File: src/rtl/mdio_phy_ctrl_if.sv
// Host register-access port of mdio_phy_ctrl: a level request held until a one-cycle ack.
// master = host side, slave = controller side.
interface mdio_phy_ctrl_if;
    logic        usr_req;
    logic        usr_r_w;
    logic [4:0]  usr_reg_add;
    logic [15:0] usr_wdata;
    logic        usr_ack;
    logic [15:0] usr_rdata;

    modport master (
        output usr_req, usr_r_w, usr_reg_add, usr_wdata,
        input  usr_ack, usr_rdata
    );

    modport slave (
        input  usr_req, usr_r_w, usr_reg_add, usr_wdata,
        output usr_ack, usr_rdata
    );
endinterface

File: src/rtl/mdio_phy_ctrl.sv
// PHY bring-up sequencer and arbiter in front of the mdio engine (soft reset, 100M FD config,
// then host frames and, with MDIO_LINK_POLL_EN defined, periodic reg 1 link-status polls).
module mdio_phy_ctrl #(
    parameter logic [4:0] PHY_ADDR      = 5'd0,
    parameter int         FRAME_CYCLES  = 1280,
    parameter int         RESET_WAIT    = 500_000,
    parameter int         POLL_INTERVAL = 50_000_000
) (
    input  logic               sys_clk,
    input  logic               sys_rst_n,
    mdio_phy_ctrl_if.slave     usr,
    output logic               init_done,
    output logic               link_up,
    output logic               link_chg,
    output logic               start_flag,
    output logic               r_w,
    output logic [4:0]         phy_add,
    output logic [4:0]         reg_add,
    output logic [15:0]        write_reg_data,
    input  logic [15:0]        read_reg_data
);

    localparam int CNT_MAX = (FRAME_CYCLES > RESET_WAIT) ? FRAME_CYCLES : RESET_WAIT;
    localparam int CNT_W   = $clog2(CNT_MAX + 1);

    typedef enum logic [2:0] {S_INIT_RST, S_RST_WAIT, S_INIT_CFG, S_IDLE, S_BUSY} state_t;
    typedef enum logic [1:0] {K_INIT, K_CFG, K_HOST, K_POLL} kind_t;

    state_t             state_q, state_d, ret_q, ret_d;
    kind_t              kind_q, kind_d;
    logic [CNT_W-1:0]   cnt_q, cnt_d;
    logic               start_flag_q, start_flag_d;
    logic               r_w_q, r_w_d;
    logic [4:0]         reg_add_q, reg_add_d;
    logic [15:0]        wdata_q, wdata_d;
    logic               usr_ack_q, usr_ack_d;
    logic [15:0]        usr_rdata_q, usr_rdata_d;
    logic               init_done_q, init_done_d;

`ifdef MDIO_LINK_POLL_EN
    localparam int TMR_W = $clog2(POLL_INTERVAL);
    logic [TMR_W-1:0]   timer_q, timer_d;
    logic               poll_pending_q, poll_pending_d;
    logic               link_up_q, link_up_d;
    logic               link_chg_q, link_chg_d;
`endif

    always_comb begin
        state_d      = state_q;
        ret_d        = ret_q;
        kind_d       = kind_q;
        cnt_d        = cnt_q;
        start_flag_d = 1'b0;
        r_w_d        = r_w_q;
        reg_add_d    = reg_add_q;
        wdata_d      = wdata_q;
        usr_ack_d    = 1'b0;
        usr_rdata_d  = usr_rdata_q;
        init_done_d  = init_done_q;
`ifdef MDIO_LINK_POLL_EN
        timer_d        = timer_q;
        poll_pending_d = poll_pending_q;
        link_up_d      = link_up_q;
        link_chg_d     = 1'b0;
`endif
        case (state_q)
            S_INIT_RST: begin
                start_flag_d = 1'b1;
                r_w_d        = 1'b0;
                reg_add_d    = 5'd0;
                wdata_d      = 16'h8000;
                kind_d       = K_INIT;
                ret_d        = S_RST_WAIT;
                cnt_d        = CNT_W'(1);
                state_d      = S_BUSY;
            end
            S_RST_WAIT: begin
                if (cnt_q == CNT_W'(RESET_WAIT)) state_d = S_INIT_CFG;
                else                             cnt_d   = cnt_q + CNT_W'(1);
            end
            S_INIT_CFG: begin
                start_flag_d = 1'b1;
                r_w_d        = 1'b0;
                reg_add_d    = 5'd0;
                wdata_d      = 16'h2100;
                kind_d       = K_CFG;
                ret_d        = S_IDLE;
                cnt_d        = CNT_W'(1);
                state_d      = S_BUSY;
            end
            S_IDLE: begin
                if (usr.usr_req) begin
                    start_flag_d = 1'b1;
                    r_w_d        = usr.usr_r_w;
                    reg_add_d    = usr.usr_reg_add;
                    wdata_d      = usr.usr_wdata;
                    kind_d       = K_HOST;
                    ret_d        = S_IDLE;
                    cnt_d        = CNT_W'(1);
                    state_d      = S_BUSY;
                end
`ifdef MDIO_LINK_POLL_EN
                else if (poll_pending_q) begin
                    start_flag_d   = 1'b1;
                    r_w_d          = 1'b1;
                    reg_add_d      = 5'd1;
                    wdata_d        = 16'h0000;
                    kind_d         = K_POLL;
                    ret_d          = S_IDLE;
                    cnt_d          = CNT_W'(1);
                    state_d        = S_BUSY;
                    poll_pending_d = 1'b0;
                end
`endif
            end
            S_BUSY: begin
                if (cnt_q == CNT_W'(FRAME_CYCLES)) begin
                    case (kind_q)
                        K_CFG:  init_done_d = 1'b1;
                        K_HOST: begin
                            usr_ack_d = 1'b1;
                            if (r_w_q) usr_rdata_d = read_reg_data;
                        end
`ifdef MDIO_LINK_POLL_EN
                        K_POLL: begin
                            link_up_d  = read_reg_data[2];
                            link_chg_d = read_reg_data[2] ^ link_up_q;
                        end
`endif
                        default: ;
                    endcase
                    // Preloaded so RST_WAIT counts 1..RESET_WAIT from its first cycle.
                    cnt_d   = CNT_W'(1);
                    state_d = ret_q;
                end else begin
                    cnt_d = cnt_q + CNT_W'(1);
                end
            end
            default: state_d = S_INIT_RST;
        endcase
`ifdef MDIO_LINK_POLL_EN
        // Placed after the issue logic so a fresh expiry wins over a same-cycle clear.
        if (init_done_q) begin
            if (timer_q == TMR_W'(POLL_INTERVAL - 1)) begin
                timer_d        = '0;
                poll_pending_d = 1'b1;
            end else begin
                timer_d = timer_q + TMR_W'(1);
            end
        end
`endif
    end

    always_ff @(posedge sys_clk or negedge sys_rst_n) begin
        if (!sys_rst_n) begin
            state_q      <= S_INIT_RST;
            ret_q        <= S_INIT_RST;
            kind_q       <= K_INIT;
            cnt_q        <= '0;
            start_flag_q <= 1'b0;
            r_w_q        <= 1'b0;
            reg_add_q    <= 5'd0;
            wdata_q      <= 16'h0000;
            usr_ack_q    <= 1'b0;
            usr_rdata_q  <= 16'h0000;
            init_done_q  <= 1'b0;
        end else begin
            state_q      <= state_d;
            ret_q        <= ret_d;
            kind_q       <= kind_d;
            cnt_q        <= cnt_d;
            start_flag_q <= start_flag_d;
            r_w_q        <= r_w_d;
            reg_add_q    <= reg_add_d;
            wdata_q      <= wdata_d;
            usr_ack_q    <= usr_ack_d;
            usr_rdata_q  <= usr_rdata_d;
            init_done_q  <= init_done_d;
        end
    end

`ifdef MDIO_LINK_POLL_EN
    always_ff @(posedge sys_clk or negedge sys_rst_n) begin
        if (!sys_rst_n) begin
            timer_q        <= '0;
            poll_pending_q <= 1'b0;
            link_up_q      <= 1'b0;
            link_chg_q     <= 1'b0;
        end else begin
            timer_q        <= timer_d;
            poll_pending_q <= poll_pending_d;
            link_up_q      <= link_up_d;
            link_chg_q     <= link_chg_d;
        end
    end
    assign link_up  = link_up_q;
    assign link_chg = link_chg_q;
`else
    assign link_up  = 1'b0;
    assign link_chg = 1'b0;
`endif

    assign start_flag     = start_flag_q;
    assign r_w            = r_w_q;
    assign phy_add        = PHY_ADDR;
    assign reg_add        = reg_add_q;
    assign write_reg_data = wdata_q;
    assign init_done      = init_done_q;
    assign usr.usr_ack    = usr_ack_q;
    assign usr.usr_rdata  = usr_rdata_q;

endmodule

File: src/flat_wrapper.sv
// flat-port wrapper written by rule: the top's interface ports become plain ports
module mdio_phy_ctrl_flat 
#(
    parameter logic [4:0] PHY_ADDR      = 5'd0,
    parameter int         FRAME_CYCLES  = 1280,
    parameter int         RESET_WAIT    = 500_000,
    parameter int         POLL_INTERVAL = 50_000_000
)
  (sys_clk, sys_rst_n, init_done, link_up, link_chg, start_flag, r_w, phy_add, reg_add, write_reg_data, read_reg_data, usr_usr_req, usr_usr_r_w, usr_usr_reg_add, usr_usr_wdata, usr_usr_ack, usr_usr_rdata);
  mdio_phy_ctrl_if usr_i ();
  input  logic sys_clk;
  input  logic sys_rst_n;
  output logic init_done;
  output logic link_up;
  output logic link_chg;
  output logic start_flag;
  output logic r_w;
  output logic [4:0] phy_add;
  output logic [4:0] reg_add;
  output logic [15:0] write_reg_data;
  input  logic [15:0] read_reg_data;
  input wire logic [$bits(usr_i.usr_req)-1:0] usr_usr_req;
  input wire logic [$bits(usr_i.usr_r_w)-1:0] usr_usr_r_w;
  input wire logic [$bits(usr_i.usr_reg_add)-1:0] usr_usr_reg_add;
  input wire logic [$bits(usr_i.usr_wdata)-1:0] usr_usr_wdata;
  output wire logic [$bits(usr_i.usr_ack)-1:0] usr_usr_ack;
  output wire logic [$bits(usr_i.usr_rdata)-1:0] usr_usr_rdata;
  assign usr_i.usr_req = usr_usr_req;
  assign usr_i.usr_r_w = usr_usr_r_w;
  assign usr_i.usr_reg_add = usr_usr_reg_add;
  assign usr_i.usr_wdata = usr_usr_wdata;
  assign usr_usr_ack = usr_i.usr_ack;
  assign usr_usr_rdata = usr_i.usr_rdata;
  mdio_phy_ctrl #(.PHY_ADDR(PHY_ADDR), .FRAME_CYCLES(FRAME_CYCLES), .RESET_WAIT(RESET_WAIT), .POLL_INTERVAL(POLL_INTERVAL)) u_core (.sys_clk(sys_clk), .sys_rst_n(sys_rst_n), .usr(usr_i), .init_done(init_done), .link_up(link_up), .link_chg(link_chg), .start_flag(start_flag), .r_w(r_w), .phy_add(phy_add), .reg_add(reg_add), .write_reg_data(write_reg_data), .read_reg_data(read_reg_data));
endmodule
File: config.mk
export PLATFORM = sky130hd
export DESIGN_NAME = mdio_phy_ctrl_flat
export DESIGN_NICKNAME = d
export VERILOG_FILES = /design/src/rtl/mdio_phy_ctrl_if.sv /design/src/rtl/mdio_phy_ctrl.sv /design/src/flat_wrapper.sv
export SDC_FILE = /design/constraint.sdc
export NUM_CORES = 1
export LEC_CHECK = 0
export CAP_MARGIN = 10
export CORE_ASPECT_RATIO = 0.8
export CORE_MARGIN = 5
export CORE_UTILIZATION = 55
export DETAILED_ROUTE_END_ITERATION = 10
export DONT_BUFFER_PORTS = 1
export PLACE_DENSITY_LB_ADDON = 0.25
export SYNTH_ARGS = -nofsm -noshare
export SYNTH_HDL_FRONTEND = slang
export SYNTH_SLANG_ARGS = --single-unit
File: constraint.sdc
create_clock -name sys_clk -period 2.9 [get_ports sys_clk]
set_input_delay 0.29 -clock sys_clk [delete_from_list [all_inputs] [get_ports sys_clk]]
set_output_delay 0.29 -clock sys_clk [all_outputs]
set_load 0.03 [all_outputs]
# Yosys cells after proc, flatten, opt, wreduce, memory -nomap -nowiden
# Index checks and enable logic that the tools add are counted.
[classes]
addsub = 1
multipliers = 0
div_mod_pow = 0
order_cmp = 0
n_eq_ne = 12
n_shift = 0
muxes = 23
n_bitwise = 0
n_reduce_logical = 11
[ops]
columns = ["op", "n"]
rows = [
  ["$pmux 19 s4", 1],
  ["$mux 19", 3],
  ["$pmux 16 s3", 1],
  ["$add 19x1->19 const B", 1],
  ["$eq 19x11->1 const B", 1],
  ["$eq 19x19->1 const B", 1],
  ["$mux 16", 1],
  ["$mux 3", 4],
  ["$pmux 3 s4", 1],
  ["$pmux 5 s2", 1],
  ["$pmux 3 s3", 1],
  ["$reduce_and 3->1", 3],
  ["$eq 3x2->1 const B", 2],
  ["$pmux 2 s3", 1],
  ["$mux 1", 5],
  ["$mux 5", 1],
  ["$ne 2x1->1 const B", 2],
  ["$ne 2x2->1 const B", 2],
  ["$pmux 1 s2", 2],
  ["$reduce_and 2->1", 2],
  ["$reduce_and 4->1", 1],
  ["$reduce_bool 4->1", 1],
  ["$eq 3x1->1 const B", 1],
  ["$eq 3x3->1 const B", 1],
  ["7 further kinds", 7],
]
[totals]
register_bits = 68
latch_bits = 0
ram_bits = 0
mem_bits_ro = 0
input_bits = 41
out_inout_bits = 48
elab_cells = 58
memories = 0

# Logic depth before layout (Yosys ltp)
# Gate-level depths: netlist of run 1.
[logic_depth]
depth_word = 4
mapped_depth = 10
ltp_nobuf = 7

# Worst setup path after synthesis of run 1
# OpenSTA, ideal clock, no wires.
[synth_path]
path_type = "reg2reg"
start = "register u_core.cnt_q[0]"
end = "register u_core.usr_rdata_q[0], in the netlist u_core.usr.usr_rdata[0]"
setup_ns = 0.125
arrival_ns = 2.183
required_ns = 2.775
path_slack_ns = 0.592
stages_incl_launch_ff = 11
path_buffers = 3
period_less_slack_ns = 2.308
cell_sequence = "dfrtp_1 > inv_1 > ha_1 > nor4b_1 > and4_2 > clkbuf_1 > and3_4 > and4b_1 > buf_6 > buf_12 > mux2_4"
[synth_between]
elab_chain_len = 2
[synth_lines]
columns = ["item", "line", "source"]
rows = [
  ["start: declaration", "mdio_phy_ctrl.sv:31", "logic [CNT_W-1:0] cnt_q, cnt_d;"],
  ["start signal: assignment", "mdio_phy_ctrl.sv:171", "cnt_q <= cnt_d;"],
  ["$eq 19x11->1", "mdio_phy_ctrl.sv:117", "if (cnt_q == CNT_W'(FRAME_CYCLES)) begin"],
  ["$reduce_and 4->1 (no line)", "--", ""],
  ["end signal: assignment", "mdio_phy_ctrl.sv:177", "usr_rdata_q <= usr_rdata_d;"],
  ["end: declaration", "mdio_phy_ctrl.sv:37", "logic [15:0] usr_rdata_q, usr_rdata_d;"],
]
# No other way between the ends.
# A chain may end at the register's enable or synchronous reset.

# Worst setup path in the final report of run 1
[layout_path]
start = "register u_core.cnt_q[15]"
end = "register u_core.usr_rdata_q[9], in the netlist u_core.usr.usr_rdata[9]"
# Same word-level chain as after synthesis.

==> results.toml, run 1 <==
[setup_path]
cp.arrival_ns = 2.70
cp-end-kind = "flip-flop"
worstSetupStartpoint = "u_core.cnt_q[15]$_DFFE_PN0P_"
cpLargestDelayFamily = "simple AND/OR/NAND/NOR gates"
crit_type = "flip-flop to flip-flop"
slowest_stage = "or4b_4"
start_kind = "flip-flop"
critical_path.cell_chain = "or4b_4 -> nor4_4 -> and3_4 -> and4b_1 -> buf_4 -> mux2_2"
slowest_delay_ns = 0.57
critical_path_buf_inv_count = 1
r2r-start = "u_core.cnt_q[15]$_DFFE_PN0P_"
crit_fanout = 16
required_ns = 3.13

[run]
drv_cap = 0

[hold_path]
min_path_type = "input port to flip-flop"
min_from = "usr_usr_reg_add[2]"

[cells_and_area]
diodes = 0
layout_commonest_cell = "dfrtp_1"
nets = 317
fillers = 430
synthToLayoutAreaGrowth_pct = 9.23
layout_common_cells = "dfrtp_1, nand2_1, nor2_1"
multi_input_area_um2 = 1260
drive_above_1_share_pct = 17.2
ff_latch_area_um2 = 1680
utilization_pct = 61.6

[clock_network]
clk_path_buf_depth = 2
htreeDepth = 3
cts.clk_slew.worst_paths_ns = 0.08
root_buffer = "clkbuf_8"
cts_num_sinks = 67
numCtsBuffers = 9
cts_tree = "yes"
clock_latency_ns = 0.35
cts_setup_buffers = 0
ctsResizeCount = 0

[synth]
ys_seq_elements = 67
async_reset_ff_share_pct = 100
yosys_warnings = 0
synth_edf_count = 0
ys_types = 51
syn-instance-count = 271
synth_top_flop_cell = "dfrtp_1"
syn-cell-area_um2 = 3060
synth-seq-area-share_pct = 54.7
avgSynthCellArea_um2 = 11.3

[floorplan]
design.die.area_um2 = 7170
die_w_um = 93.5
num_io_pins = 89
placeableCoreArea_um2 = 5440
start_util_pct = 56.4
num_rows = 24
die_h_um = 76.8

[timing]
rsz0062_at_grt = "false"
clock.fmax_ghz = 0.404
finalCritPeriodShare_pct = 85.3
finalSetupTns_ns = 0
setup_viol = 0
hold_viol = 0
worstMarginPinSlew_ns = 0.508
holdWs_ns = 0.0683
fin_crit_ns = 2.47
drv_slew = 0
fin_worst_skew_ns = 0.00810
max_slew_margin_pct = 65.9

[power]
irDropWorstVdd_v = 0.000401
power_per_cell_area_nw_per_um2 = 549
p_leak_nw = 1.56

[routing]
dr.pass1.iters = 4
wl_per_cell_um = 16.8
wl_um = 6010
drt_iter0_drc = 136
avgViaCountPerCell = 5.63
drt_drc_violations_left = 0
num_vias = 2009
ant_nets = 0

[global_routing]
grt_pass1_wl_um = 9960
grtUsageTotal_pct = 17.7
grt_pass1_vias = 2005
antenna_found_initial = 0
grt_remaining_overflow = 0
grt_max_degree = 68

[placed_design]
gp_congestion = 0.786
io_buffers = 0
dp_hpwl_um = 4030

[run_status]
status = "finished clean"
metrics by stage:
step / setup WS [ns] / area [µm²] / total power [mW] / std cells
6_report: 0.426 / 3350 / 1.84 / 357
5_1_grt: 0.314 / 3350 / 1.91 / 357
4_1_cts: 0.430 / 3350 / 1.86 / 357
3_5_place_dp: 0.447 / 3090 / 0.966 / 339
3_3_place_gp: 0.522 / 3090 / 0.966 / 339
2_1_floorplan: 0.592 / 3090 / 0.973 / 277
worst reg2reg max path, cell delays in order, from the launching register on:
cell,delay [ns]
dfrtp_1,0.44
or4b_4,0.57
nor4_4,0.26
and3_4,0.26
and4b_1,0.19
buf_4,0.26
mux2_2,0.37
registers in the layout, indices dropped and copies added, names as in the netlist:
name	cells
u_core.cnt_q	19
u_core.init_done	1
u_core.start_flag	1
u_core.usr.usr_ack	1
u_core.kind_q	2
u_core.usr.usr_rdata	16
u_core.ret_q	2
u_core.state_q	3
u_core.reg_add	5
u_core.r_w	1
u_core.write_reg_data	16
layer usage:
metal  part of all wire, %  vias up  track usage [%]
met1                    46      975             23.7
li1                      -      954                -
met3                   8.2        6             7.24
met2                    44       74             25.2
met4                   1.2        0             7.47
met5                     0        -                0
kinds of logic (layout without fill, tap and decap cells):
logic type	after synthesis	after routing	share of synthesized area [%]
flops	67	67	54.7
compound gates	45	45	10.4
buf+inv	27	29	4.94
fa+ha+maj	2	2	0.817
simple gates	99	99	17.8
xor+xnor	13	13	3.72
other cells	1	7	0.122
mux	17	17	7.43
path summary, 6_finish.rpt:
kind,end,slack [ns],cells after the start
worst max-delay path,u_core.usr.usr_rdata[9]$_DFFE_PN0P_,0.43,6
worst min-delay path,u_core.reg_add[2]$_DFFE_PN0P_,0.07,2
worst max register to register,u_core.usr.usr_rdata[9]$_DFFE_PN0P_,0.43,6
worst min register to register,u_core.ret_q[0]$_DFFE_PN0P_,0.50,1
max in group asynchronous,u_core.write_reg_data[11]$_DFFE_PN0P_,2.13,2
min in group asynchronous,u_core.cnt_q[4]$_DFFE_PN0P_,0.49,2
synth_stat cells (all sizes together) (3+ instances only):
cell	number	share of area (%)
nand3	13	2.1
dfrtp	67	55
buf	11	3.0
nor3b	3	0.73
o21ai	8	1.3
xor2	3	0.86
mux2	16	7.1
nand2b	3	0.61
nand4	6	1.2
clkbuf	8	0.98
nand2	25	3.1
a22o	14	4.0
nor3	5	0.82
and2	3	0.69
nor4	4	1.5
xnor2	10	2.9
a21o	3	0.73
inv	8	0.98
nor2	19	2.3
a21oi	9	1.5
nor4b	3	0.86
nor2b	3	0.61
power breakdown:
part           switching (mW)  total, mW  internal, mW  leakage (nW)
sequential                  0      0.934         0.934         0.911
combinational          0.0306     0.0366       0.00594         0.531
clock                   0.375      0.866         0.491         0.114
total                   0.406       1.84          1.43          1.56
timing repair:
action | CTS | global route
endpoints found under the setup margin | 0 | 0
hold buffers | 2 | 0
hold endpoints to repair | 67 | 0
cell type report:
cell class,instances,area share (%)
tap,78,2.92
inverter,8,0.897
timing repair buffer,5,1.79
clock buffer,9,3.70
multi-input combinational,183,37.6
clock inverter,7,2.99
sequential,67,50.1
No activity file was read; power rests on OpenSTA's default activity.
==> inputs of run 2 (changes only) <==
--- a/config.mk
+++ b/config.mk
@@ -8,10 +8,11 @@
 export CAP_MARGIN = 10
 export CORE_ASPECT_RATIO = 0.8
 export CORE_MARGIN = 5
-export CORE_UTILIZATION = 55
+export CORE_UTILIZATION = 24
 export DETAILED_ROUTE_END_ITERATION = 10
 export DONT_BUFFER_PORTS = 1
 export PLACE_DENSITY_LB_ADDON = 0.25
+export SLEW_MARGIN = 25
 export SYNTH_ARGS = -nofsm -noshare
 export SYNTH_HDL_FRONTEND = slang
 export SYNTH_SLANG_ARGS = --single-unit
==> run 2 against run 1 <==
Effect of this change: critical path type unchanged; sequential share of layout area is 2.7 points lower; critical endpoint is now u_core.usr.usr_rdata[12]$_DFFE_PN0P_; first-iteration DRC count is 31% lower; combinational power is 2% higher.
==> results.toml, run 2 (synthesized netlist as in run 1, its figures left out) <==
[run_status]
status = "finished clean"

[timing]
worstMarginPinSlew_ns = 0.609
fin_worst_skew_ns = 0.00853
max_slew_margin_pct = 59.4
finalCritPeriodShare_pct = 84.5
rsz0062_at_grt = "false"
hold_viol = 0
finalSetupTns_ns = 0
clock.fmax_ghz = 0.408
setup_viol = 0
drv_slew = 0
fin_crit_ns = 2.45

[setup_path]
critical_path_buf_inv_count = 1
r2r-end = "u_core.usr.usr_rdata[12]$_DFFE_PN0P_"
cp-end-kind = "flip-flop"
r2r_slack_ns = 0.45
r2r-start = "u_core.cnt_q[15]$_DFFE_PN0P_"
cpLargestDelayFamily = "simple AND/OR/NAND/NOR gates"
critical_path.cell_chain = "or4b_4 -> nor4_4 -> and3_4 -> and4b_1 -> buf_4 -> mux2_2"
rr_worst_depth = 6
slowest_delay_ns = 0.56
crit_type = "flip-flop to flip-flop"
slowest_stage = "or4b_4"
crit_fanout = 16
cp.arrival_ns = 2.66
required_ns = 3.11
start_kind = "flip-flop"

[hold_path]
min_path_type = "input port to flip-flop"
hold_path_end = "u_core.reg_add[0]$_DFFE_PN0P_"
min_path_cells = 2
min_from = "usr_usr_reg_add[0]"

[routing]
avgViaCountPerCell = 4.40
num_vias = 1974
ant_nets = 0
wl_per_cell_um = 14.7
drt_iter0_drc = 94
drt_drc_violations_left = 0
dr.pass1.iters = 5
wl_um = 6590

[clock_network]
numCtsBuffers = 9
cts_num_sinks = 67
root_buffer = "clkbuf_16"
cts.clk_slew.worst_paths_ns = 0.05
clk_path_buf_depth = 2
cts_tree = "yes"
clock_latency_ns = 0.32
htreeDepth = 3

[global_routing]
grt_max_degree = 68
grt_pass1_wl_um = 10600
grt_remaining_overflow = 0
grt_pass1_vias = 1965
grtUsageTotal_pct = 8.83
antenna_found_initial = 0

[floorplan]
num_io_pins = 89
placeableCoreArea_um2 = 12300
design.die.area_um2 = 15100
die_w_um = 136
start_util_pct = 24.8
die_h_um = 111
num_rows = 36

[cells_and_area]
layout_commonest_cell = "dfrtp_1"
regMostFlops = "u_core.cnt_q"
nets = 317
synthToLayoutAreaGrowth_pct = 15.4
drive_above_1_share_pct = 16.2
largest_reg_flops = 19
fillers = 1294
diodes = 0
utilization_pct = 28.6
layout_common_cells = "dfrtp_1, nand2_1, nor2_1"

[run]
drv_cap = 0

[placed_design]
gp_congestion = 0.759
io_buffers = 0
dp_hpwl_um = 4660

[power]
irDropWorstVdd_v = 0.000244
power_per_cell_area_nw_per_um2 = 578
p_leak_nw = 1.59
[run 2: cell count changes in the layout (fill, tap and decap cells not counted)]
cell       previous run  this run
clkbuf_16             0         9
clkbuf_8              9         2
clkbuf_1              0         2
clkinv_4              2         0
inv_6                 2         0
bufinv_16             2         1
[run 2: worst max-delay path by stage]
stage                     cells past startpoint                         start                                    to
final                                         6  u_core.cnt_q[15]$_DFFE_PN0P_  u_core.usr.usr_rdata[12]$_DFFE_PN0P_
after global routing                          8   u_core.cnt_q[0]$_DFFE_PN0P_  u_core.usr.usr_rdata[12]$_DFFE_PN0P_
after CTS                                     6  u_core.cnt_q[15]$_DFFE_PN0P_  u_core.usr.usr_rdata[12]$_DFFE_PN0P_
after detailed placement                      6  u_core.cnt_q[15]$_DFFE_PN0P_  u_core.usr.usr_rdata[12]$_DFFE_PN0P_
after global placement                        6  u_core.cnt_q[15]$_DFFE_PN0P_  u_core.usr.usr_rdata[10]$_DFFE_PN0P_
after floorplan                              10   u_core.cnt_q[0]$_DFFE_PN0P_   u_core.usr.usr_rdata[0]$_DFFE_PN0P_
[run 2: cell type report]
| class | instances | area (µm²) | area share, % |
|---|---|---|---|
| Tap cell | 171 | 214 | 6.05 |
| Timing Repair Buffer | 5 | 60.1 | 1.70 |
| Clock buffer | 13 | 260 | 7.36 |
| Multi-Input combinational cell | 183 | 1260 | 35.6 |
| Inverter | 8 | 30.0 | 0.850 |
| Clock inverter | 2 | 35.0 | 0.991 |
| Sequential cell | 67 | 1680 | 47.4 |
[run 2: repair_timing]
item                                    in CTS  in global routing
buffers inserted                             0                  0
endpoints found under the setup margin       0                  0
hold endpoints to repair                    67                  0
resized for setup                            0                  0
hold buffers                                 2                  0
[run 2: per-layer routing]
metal	part of all wire [%]	global-route usage, %	up-vias
li1	-	-	946
met1	48	11.9	946
met2	40	12.0	77
met3	9.7	4.26	5
met4	1.4	3.63	0
met5	0	0	-
[run 2: where the power goes]
part,switching [mW],internal (mW)
registers,0,0.936
clock network,0.364,0.706
logic,0.0314,0.00595
[run 2: stage by stage]
step	instance area, µm²	instances	power (mW)	setup slack, ns	hold slack, ns
after floorplan	3090	277	0.973	0.592	-0.00559
final	3530	449	2.04	0.450	0.0934
after detailed placement	3200	432	0.966	0.443	-0.00119
after CTS	3530	449	2.08	0.433	0.0795
after global routing	3530	449	2.12	0.308	0.0807
after global placement	3200	432	0.966	0.501	-0.00117
==> inputs of run 3 (changes only) <==
==> constraint.sdc (replaced) <==
create_clock -name sys_clk -period 2.6 [get_ports sys_clk]
set_input_delay 0.26 -clock sys_clk [delete_from_list [all_inputs] [get_ports sys_clk]]
set_output_delay 0.26 -clock sys_clk [all_outputs]
set_load 0.03 [all_outputs]
==> run 3 against run 2 <==
Effect of this change: clock power hardly changed; total power rose by 4.5%; worst setup slack lost 0.25 ns; wire length grew 1.2%.
==> results.toml, run 3 (synthesized netlist as in run 1, its figures left out) <==
[global_routing]
grt_max_degree = 68
antenna_found_initial = 0
grt_pass1_wl_um = 10500
grtUsageTotal_pct = 8.95
grt_remaining_overflow = 0
grt_pass1_vias = 1917

[setup_path]
r2r_slack_ns = 0.20
critical_path_buf_inv_count = 1
setup.worst_path.end = "u_core.usr.usr_rdata[10]$_DFFE_PN0P_"
start_kind = "flip-flop"
r2r-end = "u_core.usr.usr_rdata[10]$_DFFE_PN0P_"
crit_fanout = 16
worstSetupStartpoint = "u_core.cnt_q[15]$_DFFE_PN0P_"
slowest_stage = "or4b_4"
required_ns = 2.81
cp.arrival_ns = 2.61
crit_type = "flip-flop to flip-flop"
cp-end-kind = "flip-flop"
r2r-start = "u_core.cnt_q[15]$_DFFE_PN0P_"
cpLargestDelayFamily = "simple AND/OR/NAND/NOR gates"
slowest_delay_ns = 0.56
rr_worst_depth = 6
critical_path.cell_chain = "or4b_4 -> nor4_4 -> and3_4 -> and4b_1 -> buf_12 -> mux2_2"
crit_cells = 6

[timing]
setup_slack_ns = 0.195
finalSetupTns_ns = 0
hold_viol = 0
rsz0062_at_grt = "false"
drv_slew = 0
fin_crit_ns = 2.40
worstMarginPinSlew_ns = 0.591
fin_worst_skew_ns = 0.00332
finalCritPeriodShare_pct = 92.5
max_slew_margin_pct = 60.6
clock.fmax_ghz = 0.416
setup_viol = 0
holdWs_ns = 0.0602

[hold_path]
min_path_type = "input port to flip-flop"
min_from = "usr_usr_reg_add[0]"

[run]
drv_cap = 0

[floorplan]
start_util_pct = 24.8
num_io_pins = 89
placeableCoreArea_um2 = 12300
die_h_um = 111
design.die.area_um2 = 15100
die_w_um = 136
num_rows = 36

[clock_network]
htreeDepth = 3
cts_tree = "yes"
cts.clk_slew.worst_paths_ns = 0.05
ctsResizeCount = 0
clk_path_buf_depth = 2
cts_num_sinks = 67
numCtsBuffers = 9
root_buffer = "clkbuf_16"
clock_latency_ns = 0.33

[cells_and_area]
regMostFlops = "u_core.cnt_q"
nets = 319
diodes = 0
utilization_pct = 28.5
largest_reg_flops = 19
layout_commonest_cell = "dfrtp_1"
final_cells = 452
layout_common_cells = "dfrtp_1, nand2_1, nor2_1"
synthToLayoutAreaGrowth_pct = 14.9
ff_latch_area_um2 = 1680
fillers = 1301
drive_above_1_share_pct = 16.4
multi_input_area_um2 = 1260
design_area_um2 = 3520

[routing]
avgViaCountPerCell = 4.50
wl_um = 6660
dr.pass1.iters = 5
num_vias = 2034
wl_per_cell_um = 14.7
ant_nets = 0
drt_drc_violations_left = 0
drt_iter0_drc = 117

[placed_design]
dpl_worst_slack_ns = 0.191
numPlacedInstances = 434
placed_area_um2 = 3230
io_buffers = 0
dp_hpwl_um = 4690
gp_congestion = 0.784

[power]
irDropWorstVdd_v = 0.000289
power_per_cell_area_nw_per_um2 = 606
p_leak_nw = 1.58
finalPower_mw = 2.14

[run_status]
status = "finished clean"
==> run 3: changes by cell type in the layout (fill, tap and decap cells not counted) <==
cell	previous run	this run
bufinv_16	1	0
buf_12	0	1
clkbuf_1	2	4
clkinv_2	1	3
buf_4	3	4
clkbuf_8	2	0
==> run 3: timing repair <==
item	CTS	global route
hold buffers	2	0
setup endpoints to repair	0	0
setup buffers	0	0
endpoints found under the hold margin	67	0
==> run 3: worst min path at each step <==
stage                               endpoint  slack, ns  depth (start not counted)
3_5_place_dp     u_core.cnt_q[9]$_DFFE_PN0P_      -0.03                          0
4_1_cts        u_core.reg_add[0]$_DFFE_PN0P_       0.05                          2
2_1_floorplan    u_core.cnt_q[0]$_DFFE_PN0P_      -0.04                          0
6_report       u_core.reg_add[0]$_DFFE_PN0P_       0.06                          2
5_1_grt        u_core.reg_add[0]$_DFFE_PN0P_       0.04                          2
3_3_place_gp     u_core.cnt_q[8]$_DFFE_PN0P_      -0.03                          0
==> run 3: area by class of cell <==
class	instances	area share (%)
Sequential cell	67	47.6
Clock inverter	3	0.426
Inverter	8	0.853
Clock buffer	13	6.82
Tap cell	171	6.07
Timing Repair Buffer	7	2.49
Multi-Input combinational cell	183	35.7
==> run 3: per-layer routing <==
metal | up-vias | GRT usage, % | wire length [µm]
met3 | 9 | 4.31 | 661
met4 | 0 | 4.03 | 132
met1 | 981 | 12.6 | 3230
met2 | 88 | 11.3 | 2640
li1 | 956 | - | -
met5 | - | 0 | 0
==> run 3: worst reg2reg max path: stages, from the launching register on <==
cell and delay [ns]:
dfrtp_1 0.42, or4b_4 0.56, nor4_4 0.26, and3_4 0.27, and4b_1 0.25, buf_12 0.18
mux2_2 0.35
==> run 3: where the power goes <==
part           internal [mW]  switching, mW
clock                  0.640          0.410
sequential              1.04              0
combinational        0.00663         0.0347
